File: config.mk
export PLATFORM = sky130hd
export DESIGN_NAME = execute_cycle
export DESIGN_NICKNAME = d
export VERILOG_FILES = /design/src/rtl/riscv_pkg.sv /design/src/rtl/alu.sv /design/src/rtl/execute_cycle.sv
export SDC_FILE = /design/constraint.sdc
export NUM_CORES = 1
export LEC_CHECK = 0
export CAP_MARGIN = 10
export CORE_MARGIN = 5
export CORE_UTILIZATION = 41
export DETAILED_ROUTE_END_ITERATION = 8
export PLACE_DENSITY = 0.74
export SYNTH_ARGS = -nofsm -noshare
export SYNTH_HDL_FRONTEND = slang
export SYNTH_HIERARCHICAL = 1
export SYNTH_SLANG_ARGS = --single-unit
File: constraint.sdc
create_clock -name clk -period 10.49 [get_ports clk]
set_clock_uncertainty 0.15 [all_clocks]
set_input_delay 1.5735 -clock clk [delete_from_list [all_inputs] [get_ports clk]]
set_output_delay 1.5735 -clock clk [all_outputs]
set_load 0.03 [all_outputs]
File: src/rtl/riscv_pkg.sv
// riscv_pkg: shared ALU opcodes, forward selects and the forwarding mux helper
package riscv_pkg;
  localparam logic [2:0] ALU_ADD = 3'b000;
  localparam logic [2:0] ALU_SUB = 3'b001;
  localparam logic [2:0] ALU_AND = 3'b010;
  localparam logic [2:0] ALU_OR  = 3'b011;
  localparam logic [2:0] ALU_SLT = 3'b101;
  localparam logic [1:0] FWD_RF  = 2'b00;
  localparam logic [1:0] FWD_WB  = 2'b01;
  localparam logic [1:0] FWD_MEM = 2'b10;
  function automatic logic [31:0] fwd_mux(input logic [1:0] sel, input logic [31:0] rf, input logic [31:0] wb, input logic [31:0] mem);
    return sel == FWD_WB ? wb : sel == FWD_MEM ? mem : rf;
  endfunction
endpackage

File: src/rtl/alu.sv
// alu: add/sub/and/or/signed-slt datapath with zero flag
module alu
  import riscv_pkg::*;
(
  input  logic [31:0] SrcA,
  input  logic [31:0] SrcB,
  input  logic [2:0]  ALUControl,
  output logic [31:0] Result,
  output logic        Zero
);
  // unused opcodes fall through to zero
  always_comb begin
    Result = ALUControl == ALU_ADD ? SrcA + SrcB :
             ALUControl == ALU_SUB ? SrcA - SrcB :
             ALUControl == ALU_AND ? SrcA & SrcB :
             ALUControl == ALU_OR  ? SrcA | SrcB :
             ALUControl == ALU_SLT ? {31'b0, $signed(SrcA) < $signed(SrcB)} : 32'h0;
  end
  assign Zero = Result == 32'h0;
endmodule

File: src/rtl/execute_cycle.sv
// execute_cycle: EX stage with operand forwarding, ALU, branch resolve and EX/MEM register
module execute_cycle
  import riscv_pkg::*;
(
  input  logic        clk,
  input  logic        rst,
  input  logic        RegWriteE,
  input  logic        ALUSrcE,
  input  logic        MemWriteE,
  input  logic        ResultSrcE,
  input  logic        BranchE,
  input  logic [2:0]  ALUControlE,
  input  logic [31:0] RD1_E,
  input  logic [31:0] RD2_E,
  input  logic [31:0] Imm_Ext_E,
  input  logic [4:0]  RD_E,
  input  logic [31:0] PCE,
  input  logic [31:0] PCPlus4E,
  input  logic [1:0]  ForwardA_E,
  input  logic [1:0]  ForwardB_E,
  input  logic [31:0] ResultW,
  output logic        PCSrcE,
  output logic [31:0] PCTargetE,
  output logic        RegWriteM,
  output logic        MemWriteM,
  output logic        ResultSrcM,
  output logic [4:0]  RD_M,
  output logic [31:0] PCPlus4M,
  output logic [31:0] WriteDataM,
  output logic [31:0] ALUResultM
);
  logic [31:0] src_a, src_b, write_data, alu_result;
  logic        zero;
  assign src_a      = fwd_mux(ForwardA_E, RD1_E, ResultW, ALUResultM);
  assign write_data = fwd_mux(ForwardB_E, RD2_E, ResultW, ALUResultM);
  assign src_b      = ALUSrcE ? Imm_Ext_E : write_data;
  alu u_alu (
    .SrcA(src_a),
    .SrcB(src_b),
    .ALUControl(ALUControlE),
    .Result(alu_result),
    .Zero(zero)
  );
  assign PCSrcE    = BranchE & zero;
  assign PCTargetE = PCE + Imm_Ext_E;
  // EX/MEM register: captures every edge, cleared asynchronously by reset
  always_ff @(posedge clk or negedge rst) begin
    if (!rst) begin
      RegWriteM  <= 1'b0;
      MemWriteM  <= 1'b0;
      ResultSrcM <= 1'b0;
      RD_M       <= 5'd0;
      PCPlus4M   <= 32'h0;
      WriteDataM <= 32'h0;
      ALUResultM <= 32'h0;
    end else begin
      RegWriteM  <= RegWriteE;
      MemWriteM  <= MemWriteE;
      ResultSrcM <= ResultSrcE;
      RD_M       <= RD_E;
      PCPlus4M   <= PCPlus4E;
      WriteDataM <= write_data;
      ALUResultM <= alu_result;
    end
  end
endmodule

==> summary.md, run 1 <==
| Metric | Value |
|---|---|
| Cell area after layout | `16200 um^2` |
| Post-route ant nets | `0` |
| Final Total Pwr | `2.20 mW` |
| Area grow syn2layout | `32.4%` |
| Fillers | `2771` |
| DP Area | `15900 um^2` |
| Die height | `183 um` |
| PostCTS Resize Cnt | `0` |
| #FFs+latches synth | `104` |
| Synth top area share | `21.3%` |
| H-tree Lvls | `3` |
| Slew Viols, Final | `0` |
| Crit path kind | `in -> out` |
| Post-synth net total | `1855` |
| Maximum root-to-sink buffer count | `2` |
| Num ports | `348` |
| Register area share after synthesis | `21.3%` |
| Post-Synthesis Cells | `1514` |
| Post-synth top flop | `dfrtp_1` |
| Number of core rows | `63` |
| Post-Syn Area | `12200 um^2` |
| CTS clk-pin slew, worst paths | `70 ps` |
| Drt wl/cell | `24.3 um` |
| Status | `completed` |
| Core area | `29600 um^2` |
| Most frequent cells in the layout | `clkdlybuf4s50_1 (341), a21oi_1 (171), ha_1 (127)` |
| Met2 WL | `24400 um` |
| First-pass GRT wire length | `79000 um` |
| Leakage | `6.91 nW` |
| Post-synth EDFFs | `0` |
| Pin count of the biggest net entering global routing | `69` |
| Worst skew pair latency | `370 ps` |
| Total Wirelength | `53100 um` |
| Vias in the first global route | `12.5k` |
| Period utilization | `92.3%` |
| NumNets Final | `2132` |
| Max-Cap Viols | `0` |
| All-layer global routing usage | `30.3%` |
| Crit path capture type | `output pin` |
| Max Clk Rate | `103 MHz` |
| Synth top area cells | `dfrtp_1 (21%), ha_1 (13%), a21oi_1 (7.0%)` |
| Fraction of registers with async set/reset | `100%` |
| Worst Hold Class | `reg -> reg` |
| Die W | `183 um` |
| Fin crit period | `9680 ps` |
| Max VDD drop | `0.0794 mV` |
| Nature of the critical path startpoint | `input pin` |
| Proportion of layout cells with a drive suffix above 1 | `6.51%` |
| Total die area | `33400 um^2` |
| CTS tree | `done` |
| Vias | `13.4k` |
| Highest Signal Layer | `met4` |
| Residual DRC | `0` |
| Initial antenna violation count | `1` |
| Initial DRC count | `1584` |
| RSZ-0062 raised after global routing | `no` |
| Relative slew slack | `34.9%` |
| Overflow after GRT | `0` |
| Setup TNS | `0 ps` |
| Setup violators final | `0` |
| Most common cell after layout, fill and taps aside | `clkdlybuf4s50_1` |
| Synth unique cells | `95` |
| Vias per std cell | `6.14` |
| Port bufs | `347` |
| Crit-path max FO | `18` |
| Hold buffers post-CTS | `0` |
| Hold WS | `525 ps` |
| Final Hold Fails | `0` |
| Crit path required time | `8770 ps` |
| Synth Warn # | `6` |
| Total CTS buffers | `9` |
| Clock sinks | `104` |
| Yosys top cell by area | `dfrtp_1` |
| Starting Density | `41.4%` |
| Routed wl met3 | `5200 um` |
| Worst Path Arrival | `7960 ps` |
| Mean Syn Cell Area | `8.08 um^2` |
| Worst Max-Slew Pin Slew | `968 ps` |
| Drt first pass iters | `8` |
| Pwr dens | `136 nW/um^2` |
| Root Driver | `clkbuf_16` |
| Wire length on met1 | `22000 um` |
| GP Congestion | `1.00` |
| Setup Buffers After CTS | `0` |
| Layout Utilization | `54.8%` |
| Post-DP HPWL | `43100 um` |
[worst paths after layout]
check	cells after the start	slack, ps	from	to
max	18	810	ALUSrcE	PCSrcE
min	2	520	ALUResultM[9]$_DFF_PN0_	WriteDataM[9]$_DFF_PN0_
max reg2reg	15	5870	ALUResultM[10]$_DFF_PN0_	ALUResultM[31]$_DFF_PN0_
min reg2reg	2	520	ALUResultM[9]$_DFF_PN0_	WriteDataM[9]$_DFF_PN0_
max in group asynchronous	2	7810	rst	WriteDataM[28]$_DFF_PN0_
min in group asynchronous	1	1040	rst	RD_M[0]$_DFF_PN0_
[through the flow]
step | setup WS, ps | cells
floorplan | 3130 | 1514
global placement | 820 | 2170
detailed placement | 1040 | 2170
CTS | 1020 | 2186
global route | 702 | 2187
finish | 808 | 2187
[state kept, by name (all words and copies together), names as in the netlist]
name / cells
ALUResultM: 32
MemWriteM: 1
PCPlus4M: 32
RD_M: 5
RegWriteM: 1
ResultSrcM: 1
WriteDataM: 32
[cell usage after synthesis, drive strengths merged (18+ instances only)]
master	number
a21oi	173
ha	127
dfrtp	104
inv	103
nor2	103
nand2	93
a211oi	85
nor2b	79
mux2i	73
clkbuf	62
o21ai	57
buf	38
mux2	32
xnor2	27
a21o	26
nand3	24
nor3	19
nand4	18
[layer usage]
| metal | vias up | GRT usage (%) |
|---|---|---|
| met3 | 100 | 5.78 |
| met1 | 6445 | 41.4 |
| li1 | 6101 | - |
| met4 | 0 | 8.20 |
| met5 | - | 0 |
| met2 | 774 | 49.3 |
[layout make-up]
class | instances | area, um^2 | share of cell area, %
clock buffers | 10 | 239 | 1.48
flip-flops and latches | 104 | 2600 | 16.1
multi-input cells | 1207 | 8800 | 54.4
repair buffers | 366 | 3590 | 22.2
clock inverters | 6 | 75.1 | 0.464
diodes | 1 | 2.50 | 0.0155
well taps | 390 | 488 | 3.01
inverters | 103 | 387 | 2.39
[cell families (layout without fill, tap and decap cells)]
kind of cell / after synthesis / count (layout) / share of synthesized area (%)
AOI/OAI and AO/OA: 515 / 515 / 29.0
and+or+nand+nor: 415 / 415 / 17.4
buffers and inverters: 203 / 485 / 6.78
adders and majority gates: 130 / 130 / 13.5
muxes: 106 / 106 / 9.11
DFF: 104 / 104 / 21.3
xor gates and xnor gates: 41 / 41 / 2.94
other: 0 / 1 / 0
[report_power, final]
part	switching (mW)	total, mW	internal, mW
sequential	0.0434	0.492	0.449
clock	0.183	0.378	0.196
combinational	0.815	1.33	0.512
[worst max-delay path, cell delays in order]
cell and delay (ps):
clkdlybuf4s50_1 870, buf_4 380, mux2_2 380, inv_1 80, ha_1 440, inv_1 160
o31ai_1 820, nor2_1 130, a221o_1 380, a211oi_1 300, a22oi_1 210, a221oi_1 460
o2111ai_1 220, nor4_1 370, nand2_1 140, nor4_2 190, and2_1 170, clkdlybuf4s50_1 670
Power figures use the tool's default switching activity.
==> inputs of run 2 (changes only) <==
--- a/config.mk
+++ b/config.mk
@@ -7,9 +7,9 @@
 export LEC_CHECK = 0
 export CAP_MARGIN = 10
 export CORE_MARGIN = 5
-export CORE_UTILIZATION = 41
+export CORE_UTILIZATION = 35
 export DETAILED_ROUTE_END_ITERATION = 8
-export PLACE_DENSITY = 0.74
+export PLACE_DENSITY = 0.66
 export SYNTH_ARGS = -nofsm -noshare
 export SYNTH_HDL_FRONTEND = slang
 export SYNTH_HIERARCHICAL = 1
==> run 2 against run 1 <==
Against the previous run:
- hold slack worse by 21 ps
- utilization shrank 7.6 points
- non-clock buffer count decreased by 1
- sequential power hardly changed
- critical endpoint unchanged
- largest power group unchanged
- highest routed layer unchanged
==> summary.md, run 2 (synthesis gave the netlist of run 1 again) <==
| Metric | Value |
|---|---|
| Initial antenna violation count | `0 (-1)` |
| Drt wl/cell | `23.5 um (-3.2%)` |
| Vias per std cell | `5.83 (-5.0%)` |
| Setup TNS | `0 ps (unchanged)` |
| Period utilization | `88.4% (-3.9 points)` |
| Nature of the critical path startpoint | `input pin` |
| Crit path buf inv count | `3 (-2)` |
| First-pass GRT wire length | `77900 um (-1.4%)` |
| Worst Path Arrival | `7550 ps (-410 ps)` |
| Slew Viols, Final | `0 (unchanged)` |
| Drt first pass iters | `6 (-2)` |
| Total CTS buffers | `9 (unchanged)` |
| Area grow syn2layout | `33.1%` |
| H-tree Lvls | `3 (unchanged)` |
| Maximum root-to-sink buffer count | `2 (unchanged)` |
| PostCTS Resize Cnt | `0 (unchanged)` |
| Crit-path max FO | `58 (+40)` |
| GP Congestion | `0.980 (-2.0%)` |
| Fillers | `3385 (+22%)` |
| Critical R2R Capture | `ALUResultM[29]$_DFF_PN0_` |
| Cell breakdown of the critical path | `buf_4 > mux2i_1 > a21oi_1 > mux2_2 > ha_1 > inv_1 > fa_1 > nor2b_1 > o2111ai_1 > and2_2 > o221ai_1 > a221oi_1 > or4b_1 > nor4_1 > nand4bb_1 > nor4_1 > nand2_1 > nor4_2 > and2_1 > clkdlybuf4s50_1` |
| Worst skew pair latency | `380 ps (about the same)` |
| Pwr dens | `134 nW/um^2 (-1.2%)` |
| Setup ws final | `1220 ps (+409 ps)` |
| Num ports | `348 (unchanged)` |
| Pin count of the biggest net entering global routing | `69 (unchanged)` |
| Pre-CTS WS | `1310 ps (+272 ps)` |
| Final Hold Fails | `0 (unchanged)` |
| Most frequent cells in the layout | `clkdlybuf4s50_1 (341), a21oi_1 (171), ha_1 (127)` |
| Starting Density | `35.4% (-6.0 points)` |
| Reg2Reg Depth | `15 (unchanged)` |
| Setup violators final | `0 (unchanged)` |
| Largest regs | `ALUResultM: 32 flops, PCPlus4M: 32 flops, WriteDataM: 32 flops` |
| Post-DP HPWL | `42700 um (-0.83%)` |
| Fin crit period | `9270 ps (-409 ps)` |
| Worst Max-Slew Pin Slew | `1000 ps (+37.0 ps)` |
| Vias | `13.1k (-2.2%)` |
| Initial DRC count | `1273 (-20%)` |
| DP Area | `16000 um^2 (+0.58%)` |
| Total Wirelength | `52900 um (-0.34%)` |
| Root Driver | `clkbuf_16` |
| Total die area | `38800 um^2 (+16%)` |
| Critical Path Max Stage Delay | `670 ps (-200 ps)` |
| Vias in the first global route | `12.3k (-2.1%)` |
| Post-route ant nets | `0 (unchanged)` |
| Clock sinks | `104 (unchanged)` |
| Hold buffers post-CTS | `0 (unchanged)` |
| CTS tree | `done` |
| Crit-path most repeated cell | `nor4_1` |
| Residual DRC | `0 (unchanged)` |
| Max-Cap Viols | `0 (unchanged)` |
| Port bufs | `347 (unchanged)` |
| Number of core rows | `68 (+7.9%)` |
| Crit-path leading delay family | `simple AND/OR/NAND/NOR gates` |
| Crit path capture type | `output pin` |
| Setup Buffers After CTS | `0 (unchanged)` |
| Worst reg2reg setup slack | `5790 ps (-80 ps)` |
| Status | `completed` |
| Crit path launch | `ForwardB_E[1]` |
| Max Clk Rate | `108 MHz (+4.4%)` |
| Leakage | `6.91 nW (about the same)` |
| Proportion of layout cells with a drive suffix above 1 | `6.46% (-0.052 points)` |
| R2r startpoint | `ALUResultM[1]$_DFF_PN0_` |
| CTS clk-pin slew, worst paths | `80 ps (about the same)` |
| Die W | `197 um (+7.8%)` |
| Slowest stage cell, crit path | `clkdlybuf4s50_1` |
| Core area | `34500 um^2 (+17%)` |
| Worst Hold Class | `reg -> reg` |
| Overflow after GRT | `0 (unchanged)` |
| Cell area after layout | `16300 um^2 (+0.57%)` |
| RSZ-0062 raised after global routing | `no` |
| Max VDD drop | `0.0951 mV (+20%)` |
| NumNets Final | `2131 (-0.047%)` |
| All-layer global routing usage | `25.7% (-4.7 points)` |
| Worst path depth | `20 (+2)` |
| Crit path kind | `in -> out` |
| Die height | `197 um (+7.8%)` |
| Crit path required time | `8770 ps (about the same)` |
| Relative slew slack | `32.7% (-2.2 points)` |
| Placed Cells | `2234 (+2.9%)` |
| Non-Filler Instances | `2251 (+2.9%)` |
| Most common cell after layout, fill and taps aside | `clkdlybuf4s50_1` |
| Crit path capture | `PCSrcE` |
[run 2: metal layers]
| layer | global-route usage (%) | wire length (um) | vias to the layer above |
|---|---|---|---|
| met1 | 35.3 | 22900 | 6285 |
| met4 | 6.03 | 1200 | 0 |
| met5 | 0 | 0 | - |
| met2 | 43.0 | 24700 | 662 |
| li1 | - | - | 6096 |
| met3 | 3.40 | 4100 | 79 |
[run 2: power breakdown]
group / switching, mW / internal [mW] / total [mW]
clock: 0.184 / 0.196 / 0.380
combinational: 0.802 / 0.511 / 1.31
sequential: 0.0418 / 0.449 / 0.491
total: 1.03 / 1.16 / 2.18
[run 2: worst min-delay path, stage by stage, from the launching register on]
cell      delay (ps)
dfrtp_1          380
a211oi_1          80
a21oi_1          140
[run 2: final cells by class]
type	count	area, um^2	share of cell area [%]
sequential	104	2600	16.0
multi-input combinational	1207	8810	54.1
timing repair buffer	365	3600	22.1
antenna	1	2.50	0.0154
clock buffer	10	239	1.47
tap	455	569	3.50
inverter	103	387	2.37
clock inverter	6	76.3	0.469
[run 2: through the flow]
stage	power (mW)	util (%)	hold WS (ps)
floorplan	1.30	-	645
global placement	1.78	46.2	473
detailed placement	1.78	46.2	487
CTS	2.17	47.1	505
global route	2.29	47.1	539
finish	2.18	47.1	503
[run 2: how the worst min path moves through the flow]
stage | startpoint | endpoint | slack, ps | cells after the start
after global routing | ALUResultM[5]$_DFF_PN0_ | WriteDataM[5]$_DFF_PN0_ | 540 | 2
final | ALUResultM[5]$_DFF_PN0_ | WriteDataM[5]$_DFF_PN0_ | 500 | 2
after global placement | ALUResultM[5]$_DFF_PN0_ | WriteDataM[5]$_DFF_PN0_ | 470 | 2
after CTS | ALUResultM[5]$_DFF_PN0_ | WriteDataM[5]$_DFF_PN0_ | 510 | 2
after floorplan | ALUResultM[31]$_DFF_PN0_ | WriteDataM[31]$_DFF_PN0_ | 640 | 2
after detailed placement | ALUResultM[5]$_DFF_PN0_ | WriteDataM[5]$_DFF_PN0_ | 490 | 2
==> inputs of run 3 (changes only) <==
--- a/config.mk
+++ b/config.mk
@@ -5,8 +5,8 @@
 export SDC_FILE = /design/constraint.sdc
 export NUM_CORES = 1
 export LEC_CHECK = 0
-export CAP_MARGIN = 10
-export CORE_MARGIN = 5
+export CAP_MARGIN = 20
+export CORE_MARGIN = 10
 export CORE_UTILIZATION = 35
 export DETAILED_ROUTE_END_ITERATION = 8
 export PLACE_DENSITY = 0.66
==> run 3 against run 2 <==
Against the previous run:
- sequential share of layout area about the same
- global-route usage is 1.1 points lower
- sequential power barely moved
- worst setup slack worse by 5.9 ps
- critical path type unchanged
- largest power group unchanged
- highest routed layer is now met5
==> summary.md, run 3 (synthesis gave the netlist of run 1 again) <==
| Metric | Value |
|---|---|
| Maximum root-to-sink buffer count | `2 (unchanged)` |
| Layout Utilization | `47.2% (about the same)` |
| Setup ws final | `1210 ps (-5.89 ps)` |
| Pwr dens | `133 nW/um^2 (-0.74%)` |
| Root Driver | `clkbuf_16` |
| Starting Density | `35.4% (unchanged)` |
| Worst Path Arrival | `7550 ps (about the same)` |
| Final Hold Fails | `0 (unchanged)` |
| Hold path startpoint | `ALUResultM[15]$_DFF_PN0_` |
| Core area | `34500 um^2 (unchanged)` |
| Port bufs | `347 (unchanged)` |
| Area grow syn2layout | `33.2% (about the same)` |
| Reg2Reg Depth | `15 (unchanged)` |
| Slew Viols, Final | `0 (unchanged)` |
| Nature of the critical path startpoint | `input pin` |
| Drt wl/cell | `24.6 um (+4.5%)` |
| Vias | `13.1k (+0.076%)` |
| Residual DRC | `0 (unchanged)` |
| Vias in the first global route | `12.5k (+2.1%)` |
| Worst Max-Slew Pin Slew | `1100 ps (+97.9 ps)` |
| Placed Cells | `2241 (+0.31%)` |
| Fillers | `3373 (-0.35%)` |
| Overflow after GRT | `0 (unchanged)` |
| Status | `completed` |
| Combinational power share | `61.1% (+1.0 points)` |
| Crit path kind | `in -> out` |
| NumNets Final | `2138 (+0.33%)` |
| PostCTS Resize Cnt | `0 (unchanged)` |
| RSZ-0062 raised after global routing | `no` |
| Total die area | `42800 um^2 (+10%)` |
| First-pass GRT wire length | `80400 um (+3.3%)` |
| Vias per std cell | `5.82 (-0.23%)` |
| GRT met3 Usage | `3.34% (-0.062 points)` |
| Setup Buffers After CTS | `0 (unchanged)` |
| Crit-path max FO | `54 (-6.9%)` |
| Worst reg2reg setup slack | `6020 ps (+230 ps)` |
| Proportion of layout cells with a drive suffix above 1 | `6.77% (+0.31 points)` |
| Worst skew pair latency | `370 ps (about the same)` |
| Clock power frac | `16.2% (-1.2 points)` |
| Sw Pwr | `1.04 mW (+1.4%)` |
| Num ports | `348 (unchanged)` |
| Most common cell after layout, fill and taps aside | `clkdlybuf4s50_1` |
| Switching Share | `48.0% (+0.98 points)` |
| GR peak layer | `met2` |
| Crit path capture type | `output pin` |
| Hold path endpoint | `WriteDataM[15]$_DFF_PN0_` |
| Critical Path Max Stage Delay | `680 ps (about the same)` |
| Most frequent cells in the layout | `clkdlybuf4s50_1 (341), a21oi_1 (171), ha_1 (127)` |
| Max VDD drop | `0.0826 mV (-13%)` |
| Hold Path Cell Cnt | `2 (unchanged)` |
| Met2 usage | `40.8% (-2.2 points)` |
| Largest regs | `ALUResultM: 32 flops, PCPlus4M: 32 flops, WriteDataM: 32 flops` |
| Crit-path most repeated cell | `nor4_1` |
| H-tree Lvls | `3 (unchanged)` |
| Post-route ant nets | `0 (unchanged)` |
| Leakage | `6.92 nW (+0.13%)` |
| CTS tree | `done` |
| Flop pwr share | `22.7% (+0.2 points)` |
| Pin count of the biggest net entering global routing | `69 (unchanged)` |
| Post-DP HPWL | `45400 um (+6.2%)` |
| Initial antenna violation count | `2 (+2)` |
| CTS clk-pin slew, worst paths | `80 ps (about the same)` |
| Setup violators final | `0 (unchanged)` |
| Setup TNS | `0 ps (unchanged)` |
| Slowest stage cell, crit path | `clkdlybuf4s50_1` |
| Total Wirelength | `55500 um (+4.8%)` |
| Internal Power | `1.13 mW (-2.5%)` |
| Max-Cap Viols | `0 (unchanged)` |
| R2r startpoint | `ALUResultM[0]$_DFF_PN0_` |
| Cell breakdown of the critical path | `buf_4 > mux2i_1 > a21oi_1 > mux2_2 > ha_1 > inv_1 > fa_1 > nor2b_1 > o2111ai_1 > and2_2 > o221ai_1 > a221oi_1 > or4b_1 > nor4_1 > nand4bb_1 > nor4_1 > nand2_1 > nor4_2 > and2_1 > clkdlybuf4s50_1` |
| Critical R2R Capture | `ALUResultM[30]$_DFF_PN0_` |
| Pre-CTS WS | `1270 ps (-43.0 ps)` |
| Hold buffers post-CTS | `0 (unchanged)` |
| Number of core rows | `68 (unchanged)` |
| Drt first pass iters | `6 (unchanged)` |
| Non-Filler Instances | `2258 (+0.31%)` |
| Clock sinks | `104 (unchanged)` |
| Relative slew slack | `26.5% (-6.2 points)` |
| Fin crit period | `9280 ps (+5.89 ps)` |
| All-layer global routing usage | `24.5% (-1.1 points)` |
| GP Congestion | `0.976 (-0.46%)` |
| Worst Hold Class | `reg -> reg` |
| Period utilization | `88.4% (about the same)` |
| Initial DRC count | `1276 (+0.24%)` |
| Die W | `207 um (+5.1%)` |
| Max Clk Rate | `108 MHz (about the same)` |
| Total CTS buffers | `9 (unchanged)` |
| GR Layer Usage met1 | `32.8% (-2.5 points)` |
| Die height | `207 um (+5.1%)` |
| Crit path required time | `8770 ps (about the same)` |
-- run 3: critical path, delay by kind of cell --
kind | cells | cell delay [ps]
buf+inv | 3 | 1260
compound gates | 4 | 990
simple gates | 9 | 2580
mux | 2 | 490
fa+ha+maj | 2 | 630
-- run 3: metrics by stage --
step	cell area (um^2)	hold slack (ps)	power, mW
after global routing	16300	568	2.28
final	16300	520	2.17
after global placement	16000	495	1.79
after floorplan	12200	645	1.30
after CTS	16300	517	2.15
after detailed placement	16000	497	1.80
-- run 3: area by class of cell --
type	instances	area [um^2]	area share, %
multi-input combinational	1207	8810	54.1
sequential	104	2600	16.0
antenna	2	5.00	0.0307
tap	455	569	3.49
inverter	103	387	2.37
clock buffer	9	225	1.38
clock inverter	6	53.8	0.330
timing repair buffer	372	3640	22.3
-- run 3: power groups by stage --
stage	combinational (mW)	sequential [mW]	clock (mW)
2_1_floorplan	0.717	0.581	0
4_1_cts	1.30	0.491	0.357
5_1_grt	1.41	0.497	0.371
6_report	1.33	0.493	0.351
3_5_place_dp	1.30	0.500	0
3_3_place_gp	1.30	0.498	0
-- run 3: per-layer routing --
| layer | vias up | wire, um | share of wire [%] |
|---|---|---|---|
| li1 | 6114 | - | - |
| met1 | 6342 | 23700 | 43 |
| met2 | 621 | 26300 | 47 |
| met3 | 53 | 4450 | 8.0 |
| met4 | 2 | 1030 | 1.9 |
| met5 | - | 13 | 0.023 |
-- run 3: how the worst max path moves through the flow --
stage,start,endpoint,slack (ps),depth (start not counted)
after floorplan,ForwardA_E[1],PCSrcE,3130,19
after global placement,ForwardB_E[1],PCSrcE,1370,20
after detailed placement,ForwardB_E[1],PCSrcE,1270,20
after CTS,ForwardB_E[1],PCSrcE,1250,20
after global routing,ForwardB_E[1],PCSrcE,910,20
final,ForwardB_E[1],PCSrcE,1210,20
